[config.mk]
export PLATFORM = sky130hd
export DESIGN_NAME = pipe_ctrl
export DESIGN_NICKNAME = d
export VERILOG_FILES = /design/src/rtl/pipe_ctrl_pkg.sv /design/src/rtl/dff.sv /design/src/rtl/pipe_ctrl_sat_cnt16.sv /design/src/rtl/pipe_ctrl.sv
export SDC_FILE = /design/constraint.sdc
export NUM_CORES = 1
export LEC_CHECK = 0
export CORE_ASPECT_RATIO = 0.6
export CORE_MARGIN = 2
export CORE_UTILIZATION = 45
export DETAILED_ROUTE_END_ITERATION = 6
export HOLD_SLACK_MARGIN = 0.08
export PLACE_DENSITY = 0.75
export SETUP_SLACK_MARGIN = 0.5
export SLEW_MARGIN = 10
export SYNTH_ARGS = -nofsm -noshare
export SYNTH_HDL_FRONTEND = slang
export SYNTH_SLANG_ARGS = --single-unit
[constraint.sdc]
create_clock -name clk -period 3.95 [get_ports clk]
set_input_delay 0.395 -clock clk [delete_from_list [all_inputs] [get_ports clk]]
set_output_delay 0.395 -clock clk [all_outputs]
set_load 0.03 [all_outputs]
[src/rtl/pipe_ctrl_pkg.sv]
`default_nettype none
// +-----------------------------------------------------------------------+
// | pipe_ctrl_pkg : shared cpu constants for the pipeline controller     |
// | rev 1.0                                                              |
// +-----------------------------------------------------------------------+
package pipe_ctrl_pkg;

  localparam int DRAIN_W = 2;
  localparam logic [DRAIN_W-1:0] DRAIN_CYCLES = 2'd3;
  localparam int STALL_W = 16;

  typedef enum logic [1:0] {
    ST_RUN    = 2'b00,
    ST_DRAIN  = 2'b01,
    ST_HALTED = 2'b10
  } state_e;

endpackage
`default_nettype wire

[src/rtl/dff.sv]
`default_nettype none
// +-----------------------------------------------------------------------+
// | dff : W-bit register with write enable and synchronous reset to 0    |
// | rev 1.0                                                              |
// +-----------------------------------------------------------------------+
module dff #(
  parameter int W = 1
) (
  input  logic         clk,
  input  logic         rst,
  input  logic         wen,
  input  logic [W-1:0] d,
  output logic [W-1:0] q
);

  always_ff @(posedge clk) begin
    if (rst) begin
      q <= '0;
    end else if (wen) begin
      q <= d;
    end
  end

endmodule
`default_nettype wire

[src/rtl/pipe_ctrl_sat_cnt16.sv]
`default_nettype none
// +-----------------------------------------------------------------------+
// | sat_cnt16 : 16-bit counter that sticks at all-ones instead of wrapping|
// | rev 1.0                                                              |
// +-----------------------------------------------------------------------+
module sat_cnt16
  import pipe_ctrl_pkg::*;
(
  input  logic               clk,
  input  logic               rst,
  input  logic               inc,
  output logic [STALL_W-1:0] cnt
);

  logic [STALL_W-1:0] cnt_q;
  logic [STALL_W-1:0] cnt_d;

  always_comb begin
    cnt_d = cnt_q;
    if (inc && (cnt_q != {STALL_W{1'b1}})) begin
      cnt_d = cnt_q + 1'b1;
    end
  end

  dff #(.W(STALL_W)) u_cnt (
    .clk (clk),
    .rst (rst),
    .wen (1'b1),
    .d   (cnt_d),
    .q   (cnt_q)
  );

  assign cnt = cnt_q;

endmodule
`default_nettype wire

[src/rtl/pipe_ctrl.sv]
`default_nettype none
// +-----------------------------------------------------------------------+
// | pipe_ctrl : stall/flush/halt controller for the 16-bit 5-stage core  |
// | rev 1.0                                                              |
// +-----------------------------------------------------------------------+
module pipe_ctrl
  import pipe_ctrl_pkg::*;
(
  input  logic        clk,
  input  logic        rst,
  input  logic        dmem_stall,
  input  logic        imem_stall,
  input  logic        load_use,
  input  logic        branch_taken,
  input  logic        halt_id,
  output logic        pc_we,
  output logic        ifid_we,
  output logic        idex_we,
  output logic        exmem_we,
  output logic        memwb_we,
  output logic        ifid_flush,
  output logic        idex_flush,
  output logic        halted,
  output logic [15:0] stall_cnt
);

  state_e             state_q;
  state_e             state_d;
  logic [1:0]         state_raw_q;
  logic [DRAIN_W-1:0] drain_q;
  logic [DRAIN_W-1:0] drain_d;
  logic               stall_inc;

  dff #(.W(2)) u_state (
    .clk (clk),
    .rst (rst),
    .wen (1'b1),
    .d   (state_d),
    .q   (state_raw_q)
  );

  dff #(.W(DRAIN_W)) u_drain (
    .clk (clk),
    .rst (rst),
    .wen (1'b1),
    .d   (drain_d),
    .q   (drain_q)
  );

  assign state_q = state_e'(state_raw_q);

  always_comb begin
    pc_we      = 1'b1;
    ifid_we    = 1'b1;
    idex_we    = 1'b1;
    exmem_we   = 1'b1;
    memwb_we   = 1'b1;
    ifid_flush = 1'b0;
    idex_flush = 1'b0;
    halted     = 1'b0;
    state_d    = state_q;
    drain_d    = drain_q;
    stall_inc  = 1'b0;

    if (rst) begin
      // Bubble both front stages while the core is held in reset.
      ifid_flush = 1'b1;
      idex_flush = 1'b1;
    end else begin
      case (state_q)
        ST_RUN: begin
          if (dmem_stall) begin
            {pc_we, ifid_we, idex_we, exmem_we, memwb_we} = '0;
            stall_inc = 1'b1;
          end else if (branch_taken) begin
            ifid_flush = 1'b1;
            idex_flush = 1'b1;
          end else if (load_use) begin
            pc_we      = 1'b0;
            ifid_we    = 1'b0;
            idex_flush = 1'b1;
            stall_inc  = 1'b1;
          end else if (imem_stall) begin
            pc_we      = 1'b0;
            ifid_flush = 1'b1;
            stall_inc  = 1'b1;
          end else if (halt_id) begin
            pc_we      = 1'b0;
            ifid_we    = 1'b0;
            idex_flush = 1'b1;
            state_d    = ST_DRAIN;
            drain_d    = DRAIN_CYCLES;
          end
        end
        ST_DRAIN: begin
          if (dmem_stall) begin
            {pc_we, ifid_we, idex_we, exmem_we, memwb_we} = '0;
          end else begin
            pc_we      = 1'b0;
            ifid_we    = 1'b0;
            idex_flush = 1'b1;
            drain_d    = drain_q - 1'b1;
            if (drain_q == 2'd1) begin
              state_d = ST_HALTED;
            end
          end
        end
        ST_HALTED: begin
          {pc_we, ifid_we, idex_we, exmem_we, memwb_we} = '0;
          halted = 1'b1;
        end
        default: begin
          state_d = ST_RUN;
          drain_d = '0;
        end
      endcase
    end
  end

  sat_cnt16 u_stall_cnt (
    .clk (clk),
    .rst (rst),
    .inc (stall_inc),
    .cnt (stall_cnt)
  );

endmodule
`default_nettype wire
### Yosys cells after proc, flatten, opt, wreduce, memory -nomap -nowiden

Cells that the tools add are included.

| storage, ports and cells | value |
|---|---|
| flip-flop bits (word level) | 20 |
| input port bits | 7 |
| output and inout bits | 24 |
| logic and storage cells | 74 |

| cells by class | value |
|---|---|
| $add $sub $neg | 2 |
| equal/unequal tests | 11 |
| multiplexer cells | 51 |
| bitwise logic cells | 1 |
| reductions and logical operators | 6 |

Operators with widths:

| kind | count |
|---|---|
| 2-to-1 mux 1 bit | 32 |
| 2-to-1 mux 2 bit | 13 |
| adder 16 x 1 -> 16 bit, second input constant | 1 |
| inequality test 16 bit, second input constant | 1 |
| inequality test 2 bit, second input constant | 7 |
| one-hot mux 2 bit (3 select lines) | 2 |
| one-hot mux 1 bit (2 select lines) | 4 |
| AND reduction 8 bit | 1 |
| AND reduction 7 bit | 1 |
| equality test 2 x 1 -> 1 bit, second input constant | 2 |
| OR reduction 2 bit | 2 |
| equality test 2 bit, second input constant | 1 |
| logical NOT 2 bit | 1 |
| subtractor 2 x 1 -> 2 bit, second input constant | 1 |
| logical AND 1 bit | 1 |
| NOT 1 bit | 1 |

### Depth between registers and ports, before layout

| depth | value |
|---|---|
| word-level depth | 7 |
| depth in mapped cells | 8 |
| gate-level depth less buffers | 6 |

### Hierarchy

A second synthesis with hierarchy kept.

| second synthesis, totals | value |
|---|---|
| cells, all modules | 184 |
| area total of the unflattened synthesis | 1,517.7 sq um |

By module, submodules not included:

| module | instances | cells each | area each (sq um) | seq. area each (sq um) |
|---|---|---|---|---|
| dff at u_stall_cnt.u_cnt | 1 | 52 | 580.6 | 320.3 |
| sat_cnt16 | 1 | 63 | 420.4 | 0.0 |
| pipe_ctrl | 1 | 57 | 381.6 | 0.0 |
| dff at u_drain ... | 2 | 6 | 67.6 | 40.0 |

### Least setup slack after synthesis

No wires, ideal clock.

| timing path | value |
|---|---|
| kind | reg-to-output |
| start | register u_state.q[1] |
| end | output port ifid_we |
| arrival | 1.837 ns |
| required time | 3.555 ns |
| path slack | 1.718 ns |
| stages on the path, launching flop included | 7 |
| path buffers | 1 |
| cell sequence | dfxtp_1 -> inv_1 -> ha_1 -> buf_2 -> nand2_1 -> o21ai_0 -> a211o_1 |

| between the ends | value |
|---|---|
| longest elaborated chain between the ends | 4 |
| elaborated cells between the ends (all ways) | 6 |
| classes of those cells | eq/ne: 2; mux: 2; reduce/logical: 2 |

Ends and longest elaborated chain:

| element | line | text |
|---|---|---|
| from (decl) | dff.sv:13 | `output logic [W-1:0] q` |
| from (signal assigned) | dff.sv:18 | `q <= '0;` |
| from (signal assigned) | dff.sv:20 | `q <= d;` |
| equality test 2 x 1 -> 1 bit or equality test 2 bit (tied branches) | pipe_ctrl.sv:70 | `case (state_q)` |
| OR reduction 2 bit (no source line) | -- |  |
| one-hot mux 1 bit (2 select lines) (*) | pipe_ctrl.sv:70 |  |
| 2-to-1 mux 1 bit (*) | pipe_ctrl.sv:65 | `if (rst) begin` |
| to (decl) | pipe_ctrl.sv:17 | `output logic ifid_we,` |

Every way passes the cells marked *; elsewhere a longest branch is shown, timed or not.

### Final worst setup path

| timing path | value |
|---|---|
| start | input port rst |
| end | output port ifid_we |

| between the ends | value |
|---|---|
| longest elaborated chain between the ends | 1 |

Ends and longest elaborated chain:

| element | line | text |
|---|---|---|
| from (decl) | pipe_ctrl.sv:10 | `input logic rst,` |
| 2-to-1 mux 1 bit | pipe_ctrl.sv:65 |  |

No other way between the ends.

==> results.py <==
metrics = {
    "power_and_ir_drop": {
        "p_sw_share_pct": 31.26,
        "p_clk_share_pct": 34.4,
        "powerDensity_nw_per_um2": 362.0,
        "finalPower_mw": 0.6056,
        "p_int_mw": 0.4163,
        "p_leak_nw": 0.6400,
        "switching_power_mw": 0.1893,
        "combPwrFrac_pct": 27.8,
        "peakVddDrop_mv": 0.2059,
        "sequentialPowerShare_pct": 37.8,
    },
    "die": {
        "rows": 14,
        "boundaryPins": 31,
        "start_util_pct": 49.42,
        "die_x_um": 73.12,
        "coreArea_um2": 2610,
        "dieArea_um2": 3325,
        "die_y_um": 45.48,
    },
    "setup_path": {
        "start_kind": "primary input",
        "slowest_stage": "clkdlybuf4s50_1",
        "critical_path.cell_chain": "clkdlybuf4s50_1, buf_4, inv_1, o21ai_0, a211o_1, clkdlybuf4s50_1",
        "rr_startpoint": "u_stall_cnt.u_cnt.q[0]",
        "cp_max_fo": 13,
        "r2r_slack_ns": 1.74,
        "cp_top_family": "buffers and inverters",
        "crit_required_ns": 3.56,
        "critPathArrivalTime_ns": 2.36,
        "max_stage_delay_ns": 0.59,
        "r2r_cells": 5,
        "path_common_cell": "clkdlybuf4s50_1",
        "path_class": "in2out",
        "cp.buffers_inverters": 4,
        "r2r-end": "u_stall_cnt.u_cnt.q[15]",
        "cp-end-kind": "primary output",
    },
    "routing": {
        "firstDrtPassIters": 4,
        "ant_nets": 0,
        "drc": 0,
        "routed-via-count": 1350,
        "drtIter0Drc": 110,
        "drt-total-wl_um": 3614,
        "post_drt_wl_per_cell_um": 16.65,
        "vias_per_cell": 6.221,
    },
    "sta": {
        "tns_ns": 0,
        "slew_headroom_pct": 65.43,
        "finalMaxSlewViolations": 0,
        "max_freq_mhz": 363.3,
        "rsz0062_at_grt": "false",
        "setup_viol": 0,
        "fin_crit_ns": 2.752,
        "worst_clock_skew_ns": 0.001423,
        "fin_crit_sh_pct": 69.68,
        "hold_ws_ns": 0.5163,
        "setup_ws_ns": 1.198,
        "hold_viol": 0,
        "tightest_slew_ns": 0.5054,
    },
    "yosys": {
        "synth_nets": 169,
        "ys_seq_area_share_pct": 31.04,
        "synth-simple-area-share_pct": 25.80,
        "synth_compound_area_share_pct": 25.70,
        "yosys_warnings": 0,
        "synth_top_area_share_pct": 31.04,
        "synth_ff_type": "dfxtp_1",
        "synth_edf_count": 0,
        "synthCells": 157,
        "synth_top_family_by_area": "simple AND/OR/NAND/NOR gates",
        "ys_ff_latch": 20,
        "netlist_area_um2": 1290,
        "avgSynthCellArea_um2": 8.216,
        "synth-xor-area-share_pct": 0.6790,
        "async_flop_share_pct": 0,
        "synthAdderAreaFrac_pct": 4.850,
        "yosysUniqueCellTypes": 46,
        "synthMuxAreaShare_pct": 4.753,
        "synth_top_cell_by_area": "dfxtp_1",
        "synth.area.top_cells": "dfxtp_1 (31%), a21oi_1 (5.0%), ha_1 (4.8%)",
    },
    "placement": {
        "gp_congestion": 0.8743,
        "io_buffers": 30,
        "dp_cells": 213,
        "dpl.hpwl_um": 2584,
        "post-place-ws_ns": 1.216,
        "post_dp_cell_area_um2": 1602,
    },
    "finish": {
        "stdcell_count": 217,
        "final_util_pct": 64.09,
        "diodes": 0,
        "final_cell_mix": "clkdlybuf4s50_1 (30), dfxtp_1 (20), a21oi_1 (13), nand2_1 (12), inv_1 (11)",
        "nets": 198,
        "layout-drive-gt1-share_pct": 8.649,
        "stdcell_area_um2": 1673,
        "final_common_cell": "clkdlybuf4s50_1",
        "area_delta_synth_final_pct": 29.68,
    },
    "clocking": {
        "postCtsHoldBufs": 0,
        "cts_max_level": 1,
        "numCtsBuffers": 3,
        "clock-sinks": 20,
        "cts_buffer_depth": 2,
        "cts_setup_buffers": 0,
        "clk_pin_slew_ns": 0.08,
        "cts_resized": 0,
        "root_buffer": "clkbuf_8",
        "clkLatencyLatePin_ns": 0.26,
        "cts_tree": "built",
    },
    "global_route": {
        "grt_usage_pct": 23.52,
        "grt_pass1_vias": 1279,
        "grt_max_degree": 14,
        "antenna_found_initial": 0,
        "grt_pass1_wl_um": 5982,
        "grt-ovfl-total": 0,
    },
    "flow_run": {
        "max-cap-violations": 0,
    },
    "worst_hold_path": {
        "hold_class": "reg2reg",
        "hold_start": "u_drain.q[1]",
        "min_path_cells": 2,
        "min_to": "u_drain.q[1]",
    },
    "status": {
        "status": "finished, final reports clean",
    },
}
[layout make-up]
| class | instances | area (um^2) |
|---|---|---|
| fill | 221 | 937.1 |
| multi-input combinational | 117 | 797.0 |
| sequential | 20 | 400.4 |
| timing repair buffer | 33 | 322.8 |
| clock buffer | 3 | 41.29 |
| inverter | 11 | 41.29 |
| tap | 32 | 40.04 |
| clock inverter | 1 | 30.03 |
[sequential cells by signal, indices dropped and copies added (netlist names)]
register and cells:
u_drain.q 2, u_stall_cnt.u_cnt.q 16, u_state.q 2
[Yosys cell counts, types with 2 or more instances]
master and n:
o311ai_0 3, ha_1 5, nor2_1 8, mux2i_1 5, nand2_1 12, a211o_1 3, buf_2 2, a21oi_1 13
inv_1 11, o41ai_1 2, clkbuf_1 4, nand4_1 5, nand3_1 7, o21ai_0 6, a21o_1 2, dfxtp_1 20
nor3_1 8, buf_4 2, nor4_1 3, nand4_2 2, or4_1 5, a2111oi_0 3, nor2b_1 2, or3_1 2
[kinds of logic (layout without fill, tap and decap cells)]
| group | after synthesis | in the layout |
|---|---|---|
| compound gates | 46 | 46 |
| simple gates | 59 | 59 |
| xor+xnor | 1 | 1 |
| flops | 20 | 20 |
| buf+inv | 20 | 48 |
| fa+ha+maj | 5 | 5 |
| mux | 6 | 6 |
[tightest hold or removal path, cell delays in order, from the launching register on]
cell     delay (ns)
dfxtp_1        0.31
a21oi_1        0.11
nor3_1         0.05
[worst max-delay path by stage]
stage | cells past startpoint | from | endpoint | slack, ns
3_5_place_dp | 6 | rst | ifid_we | 1.22
4_1_cts | 6 | rst | ifid_we | 1.20
6_report | 6 | rst | ifid_we | 1.20
2_1_floorplan | 6 | u_state.q[1] | ifid_we | 1.72
3_3_place_gp | 7 | rst | pc_we | 1.26
5_1_grt | 7 | u_state.q[0] | pc_we | 1.05
[per-layer routing]
layer | vias to the layer above | part of all wire, % | GRT usage (%)
met3 | 4 | 8.3 | 5.752
met5 | - | 0 | 0
met2 | 53 | 45 | 38.74
met1 | 639 | 46 | 31.09
li1 | 654 | - | -
met4 | 0 | 0.94 | 6.667
[power by group through the flow]
stage	logic [mW]	registers (mW)	clock network [mW]
2_1_floorplan	0.106	0.235	0
3_3_place_gp	0.160	0.232	0
3_5_place_dp	0.167	0.233	0
4_1_cts	0.168	0.228	0.212
5_1_grt	0.187	0.231	0.221
6_report	0.169	0.229	0.208
Note: power is estimated with default switching activity, not from simulation.
